$ cat config.mk
export PLATFORM = sky130hd
export DESIGN_NAME = evt_qualifier
export DESIGN_NICKNAME = d
export VERILOG_FILES = /design/src/rtl/evt_qualifier.sv
export SDC_FILE = /design/constraint.sdc
export NUM_CORES = 1
export LEC_CHECK = 0
export ABC_CLOCK_PERIOD_IN_PS = 5200
export CAP_MARGIN = 10
export CORE_UTILIZATION = 45
export CTS_CLUSTER_DIAMETER = 100
export DETAILED_ROUTE_END_ITERATION = 10
export GPL_TIMING_DRIVEN = 0
export PLACE_DENSITY_LB_ADDON = 0.05
export SYNTH_ARGS = -nofsm -noshare
export SYNTH_HDL_FRONTEND = slang
export SYNTH_SLANG_ARGS = --single-unit
$ cat constraint.sdc
create_clock -name clk_in -period 5.2 [get_ports clk_in]
set_input_delay 1.04 -clock clk_in [delete_from_list [all_inputs] [get_ports clk_in]]
set_output_delay 1.04 -clock clk_in [all_outputs]
set_load 0.01 [all_outputs]
$ cat src/rtl/evt_qualifier.sv
// evt_qualifier: turns a raw probe bus into a single-cycle qualified event.
//   probe -> sample register -> mask/match compare -> rising-edge detect
//   -> arm/holdoff state machine -> evt_out
// Suppressed edges that land inside a holdoff window are tallied in a
// saturating drop counter that only rst_in clears.
//
// Optional build macro: EVT_QUALIFIER_SYNC_EN
//   When defined, sig_in first passes through a 2-flop synchronizer so
//   asynchronous probes can be attached; input-to-event latency grows by 2.
//
// state_dbg_out exposes the raw state register for debug and checkers:
//   2'b00 IDLE, 2'b01 ARMED, 2'b10 HOLDOFF.

module evt_qualifier #(
  parameter int WIDTH          = 8,
  parameter int HOLDOFF_CYCLES = 16,
  parameter int DROP_MAX       = 256,
  localparam int DCW           = (DROP_MAX > 1) ? $clog2(DROP_MAX) : 1
) (
  input  logic             clk_in,
  input  logic             rst_in,
  input  logic             arm_in,
  input  logic             disarm_in,
  input  logic [WIDTH-1:0] sig_in,
  input  logic [WIDTH-1:0] mask_in,
  input  logic [WIDTH-1:0] match_in,
  output logic             evt_out,
  output logic             armed_out,
  output logic             holdoff_out,
  output logic [DCW-1:0]   drop_count_out,
  output logic [1:0]       state_dbg_out
);

  // Holdoff down-counter only ever holds values 0 .. HOLDOFF_CYCLES-1.
  localparam int HCW = (HOLDOFF_CYCLES > 1) ? $clog2(HOLDOFF_CYCLES) : 1;
  localparam logic [HCW-1:0] HOLD_INIT =
    HCW'((HOLDOFF_CYCLES > 0) ? HOLDOFF_CYCLES - 1 : 0);
  localparam logic [DCW-1:0] DROP_SAT =
    DCW'((DROP_MAX > 1) ? DROP_MAX - 1 : 0);

  // Number of edges after reset before sig_q holds a real probe sample.
`ifdef EVT_QUALIFIER_SYNC_EN
  localparam logic [1:0] FILL = 2'd3;
`else
  localparam logic [1:0] FILL = 2'd1;
`endif

  typedef enum logic [1:0] {
    ST_IDLE    = 2'b00,
    ST_ARMED   = 2'b01,
    ST_HOLDOFF = 2'b10
  } state_t;

  state_t           state_q;
  logic [HCW-1:0]   hold_cnt_q;
  logic             evt_q;
  logic             armed_q;
  logic             holdoff_q;
  logic [DCW-1:0]   drop_q;

  logic [WIDTH-1:0] sig_q;
  logic [1:0]       fill_q;
  logic             hit_prev_q;
  logic             hit_prev_d;
  logic             pipe_full;
  logic             hit;
  logic             rise;

`ifdef EVT_QUALIFIER_SYNC_EN
  logic [WIDTH-1:0] sync1_q;
  logic [WIDTH-1:0] sync2_q;

  // Two-flop synchronizer in front of the sample register.
  always_ff @(posedge clk_in) begin
    if (rst_in) begin
      sync1_q <= '0;
      sync2_q <= '0;
    end else begin
      sync1_q <= sig_in;
      sync2_q <= sync1_q;
    end
  end
`endif

  // Compare the sampled probe against the masked match value.
  assign hit       = (((sig_q ^ match_in) & mask_in) == '0);
  assign rise      = hit & ~hit_prev_q;
  assign pipe_full = (fill_q == FILL);

  // Until real samples reach sig_q the previous-hit history is pinned high,
  // so reset-value data can never manufacture a rising edge.
  always_comb begin
    hit_prev_d = 1'b1;
    if (pipe_full) begin
      hit_prev_d = hit;
    end
  end

  // Sample register, pipeline fill tracking and previous-hit history.
  always_ff @(posedge clk_in) begin
    if (rst_in) begin
      sig_q      <= '0;
      fill_q     <= '0;
      hit_prev_q <= 1'b1;
    end else begin
`ifdef EVT_QUALIFIER_SYNC_EN
      sig_q <= sync2_q;
`else
      sig_q <= sig_in;
`endif
      if (!pipe_full) begin
        fill_q <= fill_q + 2'd1;
      end
      hit_prev_q <= hit_prev_d;
    end
  end

  // Arm/holdoff state machine with registered event, status and drop count.
  always_ff @(posedge clk_in) begin
    if (rst_in) begin
      state_q    <= ST_IDLE;
      hold_cnt_q <= '0;
      evt_q      <= 1'b0;
      armed_q    <= 1'b0;
      holdoff_q  <= 1'b0;
      drop_q     <= '0;
    end else begin
      evt_q <= 1'b0;
      if (disarm_in) begin
        // Disarm overrides arm and any coincident rise; drops are kept.
        state_q    <= ST_IDLE;
        hold_cnt_q <= '0;
        armed_q    <= 1'b0;
        holdoff_q  <= 1'b0;
      end else begin
        case (state_q)
          ST_IDLE: begin
            if (arm_in) begin
              state_q <= ST_ARMED;
              armed_q <= 1'b1;
            end
          end
          ST_ARMED: begin
            if (rise) begin
              evt_q <= 1'b1;
              if (HOLDOFF_CYCLES > 0) begin
                state_q    <= ST_HOLDOFF;
                hold_cnt_q <= HOLD_INIT;
                holdoff_q  <= 1'b1;
              end
            end
          end
          ST_HOLDOFF: begin
            if (hold_cnt_q == '0) begin
              state_q   <= ST_ARMED;
              holdoff_q <= 1'b0;
            end else begin
              hold_cnt_q <= hold_cnt_q - HCW'(1);
            end
            if (rise && (drop_q != DROP_SAT)) begin
              drop_q <= drop_q + DCW'(1);
            end
          end
          default: begin
            state_q    <= ST_IDLE;
            hold_cnt_q <= '0;
            armed_q    <= 1'b0;
            holdoff_q  <= 1'b0;
          end
        endcase
      end
    end
  end

  assign evt_out        = evt_q;
  assign armed_out      = armed_q;
  assign holdoff_out    = holdoff_q;
  assign drop_count_out = drop_q;
  assign state_dbg_out  = state_q;

endmodule

After elaboration in Yosys (flattened, before gate mapping)
Index checks and enable logic that the tools add are counted.

Logic and storage cells: 55. Register bits: 28. Bits of input ports: 28. Output and inout port bits: 13.

Equal/unequal tests: 8. Add/sub/neg operators: 3. Reduce and logical (&&, ||, !) cells: 13. Mux-type cells: 13. Bitwise gates (word level): 9.

Operators by type and width (number): $pmux W4 S3 (1); $reduce_and A3 Y1 (4); $add A8 B1 Y8 const B (1); $and A8 B8 Y8 (1); $logic_not A8 Y1 (1); $mux W4 (2); $ne A2 B2 Y1 const B (4); $ne A8 B8 Y1 const B (1); $xor A8 B8 Y8 (1); $mux W2 (3); $not A1 Y1 (6); $pmux W2 S3 (1); $reduce_or A2 Y1 (3); $eq A2 B1 Y1 const B (2); $logic_not A4 Y1 (1); $mux W1 (4); $sub A4 B1 Y4 const B (1); $pmux W1 S3 (1); $reduce_or A3 Y1 (1); $add A2 B1 Y2 const B (1); $eq A2 B2 Y1 const B (1); $logic_not A2 Y1 (1); $pmux W1 S2 (1); $reduce_and A2 Y1 (1); 2 further kinds (2).

Depth between registers and ports, before layout
Depth after elaboration: 6. Depth in mapped cells: 7. Gate-level depth less buffers: 7.

Worst setup path before layout
Ideal clock, no wire load.

Path kind: input to register. Start point: in match_in[2]. End point: reg drop_q[3], in the netlist drop_count_out[3]. Setup time: 0.121 ns. Required time: 5.079 ns. Buffers on the path: 1. Data arrival time: 2.268 ns. Stages: 6. Setup slack: 2.811 ns. Cell sequence: xor2_1 a22oi_1 nand4_2 buf_6 nor3_1 mux2_2.

Cells in the longest elaborated chain, start to end: 6.

Ends and longest elaborated chain: start, declared (line 26) `input logic [WIDTH-1:0] match_in,`; $xor A8 B8 Y8 (line 86) `assign hit = (((sig_q ^ match_in) & mask_in) == '0);`; $and A8 B8 Y8 (line 86); $logic_not A8 Y1 (line 86); $and A1 B1 Y1 (line 87) `assign rise = hit & ~hit_prev_q;`; $logic_and A1 B1 Y1 (line 160) `if (rise && (drop_q != DROP_SAT)) begin`; $reduce_and A3 Y1 (no line); end signal, assigned (line 161) `drop_q <= drop_q + DCW'(1);`; end, declared (line 59) `logic [DCW-1:0] drop_q;`.

No other way between the ends. A chain may end at the register's enable or synchronous reset.

Final worst setup path
Start point: in match_in[6]. End point: reg drop_q[3], in the netlist drop_count_out[3].

The elaborated chain is that of the path after synthesis.

==> impl_results.md <==
- Mean Syn Cell Area: 9.396 um2
- Pre-CTS setup slack: 2165 ps
- Largest net degree at the start of global routing: 15
- Slew @ Worst Pin: 422.7 ps
- Layout Skew: 9.051 ps
- Syn Inst Count: 157
- H-tree lvl count: 1
- R2R Path Start: state_dbg_out[0]
- RSZ-0062 raised after global routing: no
- TritonCTS clock tree: yes
- R2r setup slk: 3210 ps
- Synth top cells by count: dfxtp_1 (28), nor2b_1 (13), nor2_1 (12), nand2_1 (9), xor2_1 (9)
- HPWL after DPL: 2480 um
- CP required: 5430 ps
- Hold EP: hold_cnt_q[0]
- Post-cts hold buffer count: 0
- Register bit count reported by yosys: 28
- Hold WC Path Type: reg -> reg
- Final setup margin: 2537 ps
- Finish-stage setup viols: 0
- Site Rows: 20
- Layout fillers: 279
- Max Buffers Root-to-Sink: 2
- Max_slew headroom: 0.7182
- Hold Crit Depth: 2
- Switching Fraction: 0.2786
- Reg2reg path depth: 6
- Worst R2R End: drop_count_out[0]
- Fin. max-slew vios: 0
- Proportion of layout cells with a drive suffix above 1: 0.09500
- Post-cts gate resize count: 0
- # diodes: 0
- Fmax: 375.5 MHz
- Post-synth EDFFs: 0
- Placer Congestion: 0.8127
- CTS buffer count: 3
- Synthesized cell area: 1475 um2
- Net switching power: 118.0 uW
- Number of placed instances, taps included: 241
- Combinational share of power: 0.229
- WS Path Type: in -> reg
- Initial drt markers: 98
- Number of global-route vias before repair: 1285
- Fin crit share: 0.5121
- Asr flop ratio synth: 0
- Die area: 3511 um2
- Clock transition at path regs: 140 ps
- Seq/Total Area, Yosys: 0.3800
- Mapped Nets: 193
- CP Max Fanout: 10
- Share of the synthesized area in the top cell type: 0.3800
- Die width: 59.26 um
- Max cap viols: 0
- Outcome: complete, no violations
- Worst Setup Start Kind: input port
- Area Overhead vs Synth: 32.40%
- Fin nets: 238
- Critical path data arrival time: 2890 ps
- Wire length per cell: 13.33 um
- Cell area power density: 216.9 nW/um2
- Worst Hold Launch: hold_cnt_q[0]
- Final WL: 3252 um
- Leak: 0.7497 nW
- Initial antenna violation count: 0
- Synth top area cells: dfxtp_1 (38%), ha_1 (6.8%), nor2b_1 (5.5%)
- Pre-antenna DRT Iters: 4
- Crit-path cells: clkdlybuf4s50_1 -> xor2_1 -> a22oi_1 -> nand4_2 -> buf_6 -> nor3_1 -> mux2_2
- Sequential share of power: 0.562
- Post-detailed-route count of antenna-violating nets: 0
- CP max-delay cell: clkdlybuf4s50_1
- Drt drc: 0
- Total GRT Usage: 0.2090
- Die Height: 59.26 um
- Gr ovfl total: 0
- Clk Latency, worst-skew pair: 330 ps
- First-pass GRT wire length: 5589 um
- Post-CTS setup repair buffer count: 0
- Crit end category: flip-flop
- Synth warnings: 0
- Setup TNS: 0 ps
- Clock Tree Root: clkbuf_4
- Fin Hold WS: 502.1 ps
- Internal power: 305.7 uW
- Maximum vdd drop: 0.1660 mV
- Endpoints failing hold: 0
- DR vias: 1261
- Clk sinks: 28
- Cell accounting for the most synthesized area: dfxtp_1
- Placeable Area: 3078 um2
- Layout Cells excl Fill: 244
- IO Port Bufs: 40
- Clk pwr share: 0.209
- Initial Util: 0.4793
- Vias/cell: 5.168
- Count leader, synth: dfxtp_1
- Synth unique cells: 42
- Commonest register cell after synthesis: dfxtp_1
- Fin crit period: 2663 ps
- Boundary pin count: 41
- Slowest cell delay on critical path: 410 ps
## critical path, delay by kind of cell
family | cells | cell delay, ps
AO/OA/AOI/OAI | 1 | 240
multiplexers | 1 | 350
XOR/XNOR | 1 | 160
buffers and inverters | 2 | 630
AND/OR/NAND/NOR | 2 | 460
## per-layer routing
| metal | vias to the layer above | routed length, um | track usage |
|---|---|---|---|
| li1 | 638 | - | - |
| met1 | 600 | 1436 | 0.2544 |
| met2 | 21 | 1696 | 0.3740 |
| met3 | 2 | 98 | 0.04585 |
| met4 | 0 | 21 | 0.04422 |
| met5 | - | 0 | 0 |
## power by group through the flow
| stage | combinational [mW] | sequential [mW] | clock (mW) |
|---|---|---|---|
| 2_1_floorplan | 0.0599 | 0.241 | 0 |
| 3_3_place_gp | 0.0934 | 0.242 | 0 |
| 3_5_place_dp | 0.0974 | 0.244 | 0 |
| 4_1_cts | 0.0979 | 0.239 | 0.0920 |
| 5_1_grt | 0.109 | 0.240 | 0.101 |
| 6_report | 0.0968 | 0.238 | 0.0886 |
## cell families after synthesis
| kind of cell | after synthesis | synth area share |
|---|---|---|
| xor+xnor | 11 | 0.06531 |
| fa+ha+maj | 8 | 0.06786 |
| compound gates | 24 | 0.1281 |
| buf+inv | 14 | 0.04835 |
| simple gates | 61 | 0.2316 |
| mux | 11 | 0.07888 |
| flops | 28 | 0.3800 |
## final cells by class
class	instances	area, um2	area share
Multi-Input combinational cell	115	843.3	0.4318
Sequential cell	28	560.5	0.2870
Timing Repair Buffer	40	400.4	0.2050
Tap cell	44	55.05	0.02819
Buffer	6	41.29	0.02114
Inverter	8	30.03	0.01537
Clock buffer	3	22.52	0.01153
## per-stage QoR
stage / instance area (um2) / utilization / total power [mW]
floorplan: 1475 / - / 0.3011
global placement: 1931 / 0.6272 / 0.3358
detailed placement: 1931 / 0.6272 / 0.3409
CTS: 1953 / 0.6346 / 0.4286
global route: 1953 / 0.6346 / 0.4508
finish: 1953 / 0.6346 / 0.4237
## worst max-delay path by stage
stage,start,endpoint,slack [ps]
final,match_in[6],drop_count_out[3],2540
after CTS,match_in[6],drop_count_out[3],2520
after floorplan,match_in[2],drop_count_out[3],2810
after global routing,match_in[6],drop_count_out[6],2450
after global placement,match_in[6],drop_count_out[3],2190
after detailed placement,match_in[6],drop_count_out[3],2170
## registers in the layout, summed over array words and instances (netlist names)
register	count
hit_prev_q	1
sig_q	8
fill_q	2
evt_out	1
hold_cnt_q	4
drop_count_out	8
armed_out	1
state_dbg_out	2
holdoff_out	1
## placed cells by master, fill, tap and decap left out, drive strengths merged, types with 3 or more instances in the layout
cell            n
and3            3
ha              8
nand4           4
clkbuf          7
inv             8
xor2            9
mux2i           6
dfxtp          28
nor2b          13
a22oi           4
clkdlybuf4s50  40
nor3            8
nor2           12
mux2            5
o31ai           3
nand3           3
a21oi           6
nand2           9
(Power assumes the default switching activity.)
==> edit 1: new RTL, same flow settings <==
The option `EVT_QUALIFIER_SYNC_EN` is turned on by a define.
--- a/src/rtl/evt_qualifier.sv
+++ b/src/rtl/evt_qualifier.sv
@@ -10,6 +10,8 @@
 //
 // state_dbg_out exposes the raw state register for debug and checkers:
 //   2'b00 IDLE, 2'b01 ARMED, 2'b10 HOLDOFF.
+
+`define EVT_QUALIFIER_SYNC_EN
 
 module evt_qualifier #(
   parameter int WIDTH          = 8,
Formal check against the unedited RTL: not equivalent (a bounded check fails within 4 cycles, from zero or initial values and one cycle with rst_in high).
==> edit 1 against the unedited design <==
- maximum frequency shrank 0.17%
- highest routed layer unchanged
- worst hold slack got worse by 0.062 ns
- sequential share of layout area up 8.4 points
- sequential power up 49%
- worst setup slack got worse by 0.0045 ns
- utilization about the same
- sequential cell count up 16
- power up 61%
- synthesized cell count up 20%
- final area increased by 22%
- synthesized area rose by 22%
- register-to-register slack barely moved
- critical path type unchanged
- critical endpoint is now drop_count_out[7]
- wire length increased by 7.3%
==> edit 1: results (changes against the unedited design) <==
Yosys
  • Largest cells by area after synthesis: dfxtp_1, nor2b_1, ha_1
  • Adder-Cell Fraction of Synth Area: 0.0556 (-0.0123)
  • Yosys cell types: 28 (-33%)
  • Net count after synthesis: 225 (+17%)
  • Post-Synth XOR/XNOR Area: 0.0584 (-0.00694)
  • Compound-gate portion of the synthesized area: 0.108 (-0.0204)
  • Seq/Total Area, Yosys: 0.489 (+0.109)
  • Top cells by count, synth: dfxtp_1, nor2b_1, a21oi_1, nand2_1, inv_1

Setup path
  • Crit Reg-Reg Startpoint: state_dbg_out[1]
  • Reg2reg end: drop_count_out[7]
  • Register-to-Register Path Depth: 7 (+1)

Detailed routing
  • Post-DR wirelength/cell: 12.2 um (-8.2%)
  • WL final: 3490 um (+7.3%)
  • Vias: 1421 (+13%)
  • Routed wl met3: 123 um (+26%)
  • Initial DRC count: 46 (-53%)
  • Wire length on met2: 1850 um (+9.2%)

STA
  • Actual slew at the worst max-slew pin: 0.466 ns (+0.0437 ns)
  • Layout Skew: 0.00675 ns (-0.00231 ns)

Global route
  • All-Layer GR Usage: 0.186 (-0.0235)
  • Vias in the first global route: 1344 (+4.6%)
  • First-pass GRT wire length: 5920 um (+5.9%)
  • GRT met3 Usage: 0.0538 (+0.00797)
  • Met1 GRT Util: 0.213 (-0.0411)

Hold path
  • Hold endpoint: sync2_q[3]
  • Beginning of the worst hold path: sync1_q[3]
  • Worst Hold Depth: 1 (-1)

Status
  • Status: finished, final reports clean

Placement
  • Dpl ws: 2.21 ns (+0.0454 ns)
  • Gpl congestion: 0.763 (-6.1%)
  • Placed insts: 277 (+15%)

Layout
  • Layout cell share with drive strength beyond 1: 0.0549 (-0.0401)
  • Fill cells: 327 (+17%)
  • Fin nets: 272 (+14%)

Power and ir drop
  • VDD IR max: 0.282 mV (+70%)

Clocking
  • Clk_lat worst skew: 0.29 ns (-0.04 ns)
  • CTS root buf: clkbuf_8
[edit 1: worst max-delay path: cells and delay by family]
kind / cells / cell delay (ns)
and+or+nand+nor: 3 / 0.72
buffers and inverters: 2 / 0.58
AOI/OAI and AO/OA: 2 / 0.37
xor gates and xnor gates: 1 / 0.18
[edit 1: how the worst max path moves through the flow]
stage / start / endpoint / slack [ns]
floorplan: match_in[6] / drop_count_out[7] / 2.81
global placement: match_in[3] / drop_count_out[7] / 2.25
detailed placement: match_in[3] / drop_count_out[7] / 2.21
CTS: match_in[3] / drop_count_out[7] / 2.52
global route: match_in[7] / holdoff_out / 2.38
finish: match_in[7] / drop_count_out[7] / 2.53
[edit 1: power breakdown]
group          switching [W]  total [W]  leakage [nW]  internal, W
clock               0.000118   0.000263        0.0548     0.000145
combinational      0.0000290  0.0000671         0.498    0.0000381
sequential        0.00000508   0.000354         0.359     0.000349
[edit 1: kinds of logic (layout without fill, tap and decap cells)]
kind of cell	Yosys count	after routing
buffers and inverters	17	65
flip-flops	44	44
AND/OR/NAND/NOR	69	69
AO/OA/AOI/OAI	33	33
XOR/XNOR	12	12
adder cells (fa/ha/maj)	8	8
multiplexers	6	6
[edit 1: area by class of cell]
cell class,count,area share
clock inverters,3,0.0195
multi-input cells,128,0.357
repair buffers,40,0.169
inverters,11,0.0174
well taps,48,0.0253
plain buffers,6,0.0126
clock buffers,5,0.0290
flip-flops and latches,44,0.371
[edit 1: through the flow]
stage	hold WS [ns]	total power, W	cell area, um2
floorplan	0.414	0.000397	1800
global placement	0.422	0.000425	2260
detailed placement	0.421	0.000430	2260
CTS	0.441	0.000691	2380
global route	0.454	0.000715	2380
finish	0.440	0.000684	2380
==> edit 2: new RTL, same flow settings <==
Made on the original files. Register the inputs `arm_in`, `disarm_in`, `mask_in` and `match_in` before use, without a reset. The logic sees them one clock later. The other inputs are not delayed to match.
--- a/src/rtl/evt_qualifier.sv
+++ b/src/rtl/evt_qualifier.sv
@@ -51,6 +51,18 @@
     ST_HOLDOFF = 2'b10
   } state_t;
 
+  logic arm_q;
+  logic disarm_q;
+  logic [WIDTH-1:0] mask_q;
+  logic [WIDTH-1:0] match_q;
+
+  always_ff @(posedge clk_in) begin
+    arm_q    <= arm_in;
+    disarm_q <= disarm_in;
+    mask_q   <= mask_in;
+    match_q  <= match_in;
+  end
+
   state_t           state_q;
   logic [HCW-1:0]   hold_cnt_q;
   logic             evt_q;
@@ -83,7 +95,7 @@
 `endif
 
   // Compare the sampled probe against the masked match value.
-  assign hit       = (((sig_q ^ match_in) & mask_in) == '0);
+  assign hit       = (((sig_q ^ match_q) & mask_q) == '0);
   assign rise      = hit & ~hit_prev_q;
   assign pipe_full = (fill_q == FILL);
 
@@ -126,7 +138,7 @@
       drop_q     <= '0;
     end else begin
       evt_q <= 1'b0;
-      if (disarm_in) begin
+      if (disarm_q) begin
         // Disarm overrides arm and any coincident rise; drops are kept.
         state_q    <= ST_IDLE;
         hold_cnt_q <= '0;
@@ -135,7 +147,7 @@
       end else begin
         case (state_q)
           ST_IDLE: begin
-            if (arm_in) begin
+            if (arm_q) begin
               state_q <= ST_ARMED;
               armed_q <= 1'b1;
             end
Behaviour: not the same (Yosys sat finds a counterexample within 4 cycles, from zero or initial values and one cycle with rst_in high).
==> edit 2 against the unedited design <==
- utilization decreased by 0.22 points
- cell count increased by 9.4%
- final area increased by 20%
- wire length decreased by 5.7%
- critical path depth decreased by 6
- synthesized area increased by 21%
- sequential cell count increased by 18
- worst setup slack improved by 0.31 ns
- power increased by 72%
- critical endpoint is now drop_count_out[3]
- largest power group unchanged
==> edit 2: results (changes against the unedited design) <==
Yosys
  • Top cells by count, synth: dfxtp_1, inv_1, nor2_1
  • Syn Area/Cell: 10.4 um2 (+11%)
  • Net count after synthesis: 207 (+7.3%)
  • Seq/Total Area, Yosys: 0.518 (+0.138)
  • Yosys cell types: 33 (-21%)

Clocking
  • Clk_lat worst skew: 0.29 ns (-0.04 ns)
  • Total CTS buffers: 5 (+2)
  • CTS root buf: clkbuf_8

Detailed routing
  • Wire length on met2: 1550 um (-8.5%)
  • Routed wl met3: 130 um (+33%)
  • Vias: 1309 (+3.8%)

Power and ir drop
  • Int Pwr: 0.000563 W (+84%)
  • Leak: 0.945 nW (+26%)
  • Clk pwr share: 0.350 (+0.141)
  • VDD IR max: 0.236 mV (+42%)
  • Sequential power share: 0.532 (-0.030)

Global route
  • Met2 usage: 0.319 (-0.0550)
  • All-Layer GR Usage: 0.172 (-0.0374)
  • Met1 GRT Util: 0.182 (-0.0726)

Placement
  • Hpwl dp: 2350 um (-5.3%)
  • Placed insts: 259 (+7.5%)
  • Dpl ws: 2.78 ns (+0.615 ns)
  • Gpl congestion: 0.778 (-4.2%)
  • Placed cell areas: 0.00224 mm2 (+16%)

Setup path
  • CP Max Fanout: 7 (-3)
  • Critical path data arrival time: 1.32 ns (-1.57 ns)
  • Max incr delay on CP: 0.58 ns (+0.17 ns)

Layout
  • Fin nets: 254 (+6.7%)
  • Layout cell share with drive strength beyond 1: 0.105 (+0.0100)

STA
  • Actual slew at the worst max-slew pin: 0.489 ns (+0.0658 ns)

Hold path
  • Beginning of the worst hold path: hold_cnt_q[1]

Status
  • Status: finished, final reports clean
## edit 2: path summary, 6_finish.rpt
| kind | depth (start not counted) | slack [ns] | to |
|---|---|---|---|
| max reg2reg | 8 | 3.18 | drop_count_out[3] |
| min reg2reg | 2 | 0.50 | hold_cnt_q[1] |
| min | 2 | 0.50 | hold_cnt_q[1] |
| max | 1 | 2.84 | drop_count_out[3] |
## edit 2: cells by family after synthesis
kind of cell / count (synthesis) / synth area share
xor gates and xnor gates: 13 / 0.0640
DFF: 46 / 0.518
AOI/OAI and AO/OA: 32 / 0.124
muxes: 6 / 0.0338
adders and majority gates: 8 / 0.0563
buffers and inverters: 18 / 0.0422
and+or+nand+nor: 48 / 0.162
## edit 2: cell type report
class / count / area, um2
inverters: 14 / 52.6
well taps: 48 / 60.1
clock buffers: 6 / 72.6
flip-flops and latches: 46 / 921
clock inverters: 2 / 37.5
multi-input cells: 107 / 783
fillers: 308 / 1370
plain buffers: 4 / 22.5
repair buffers: 40 / 400
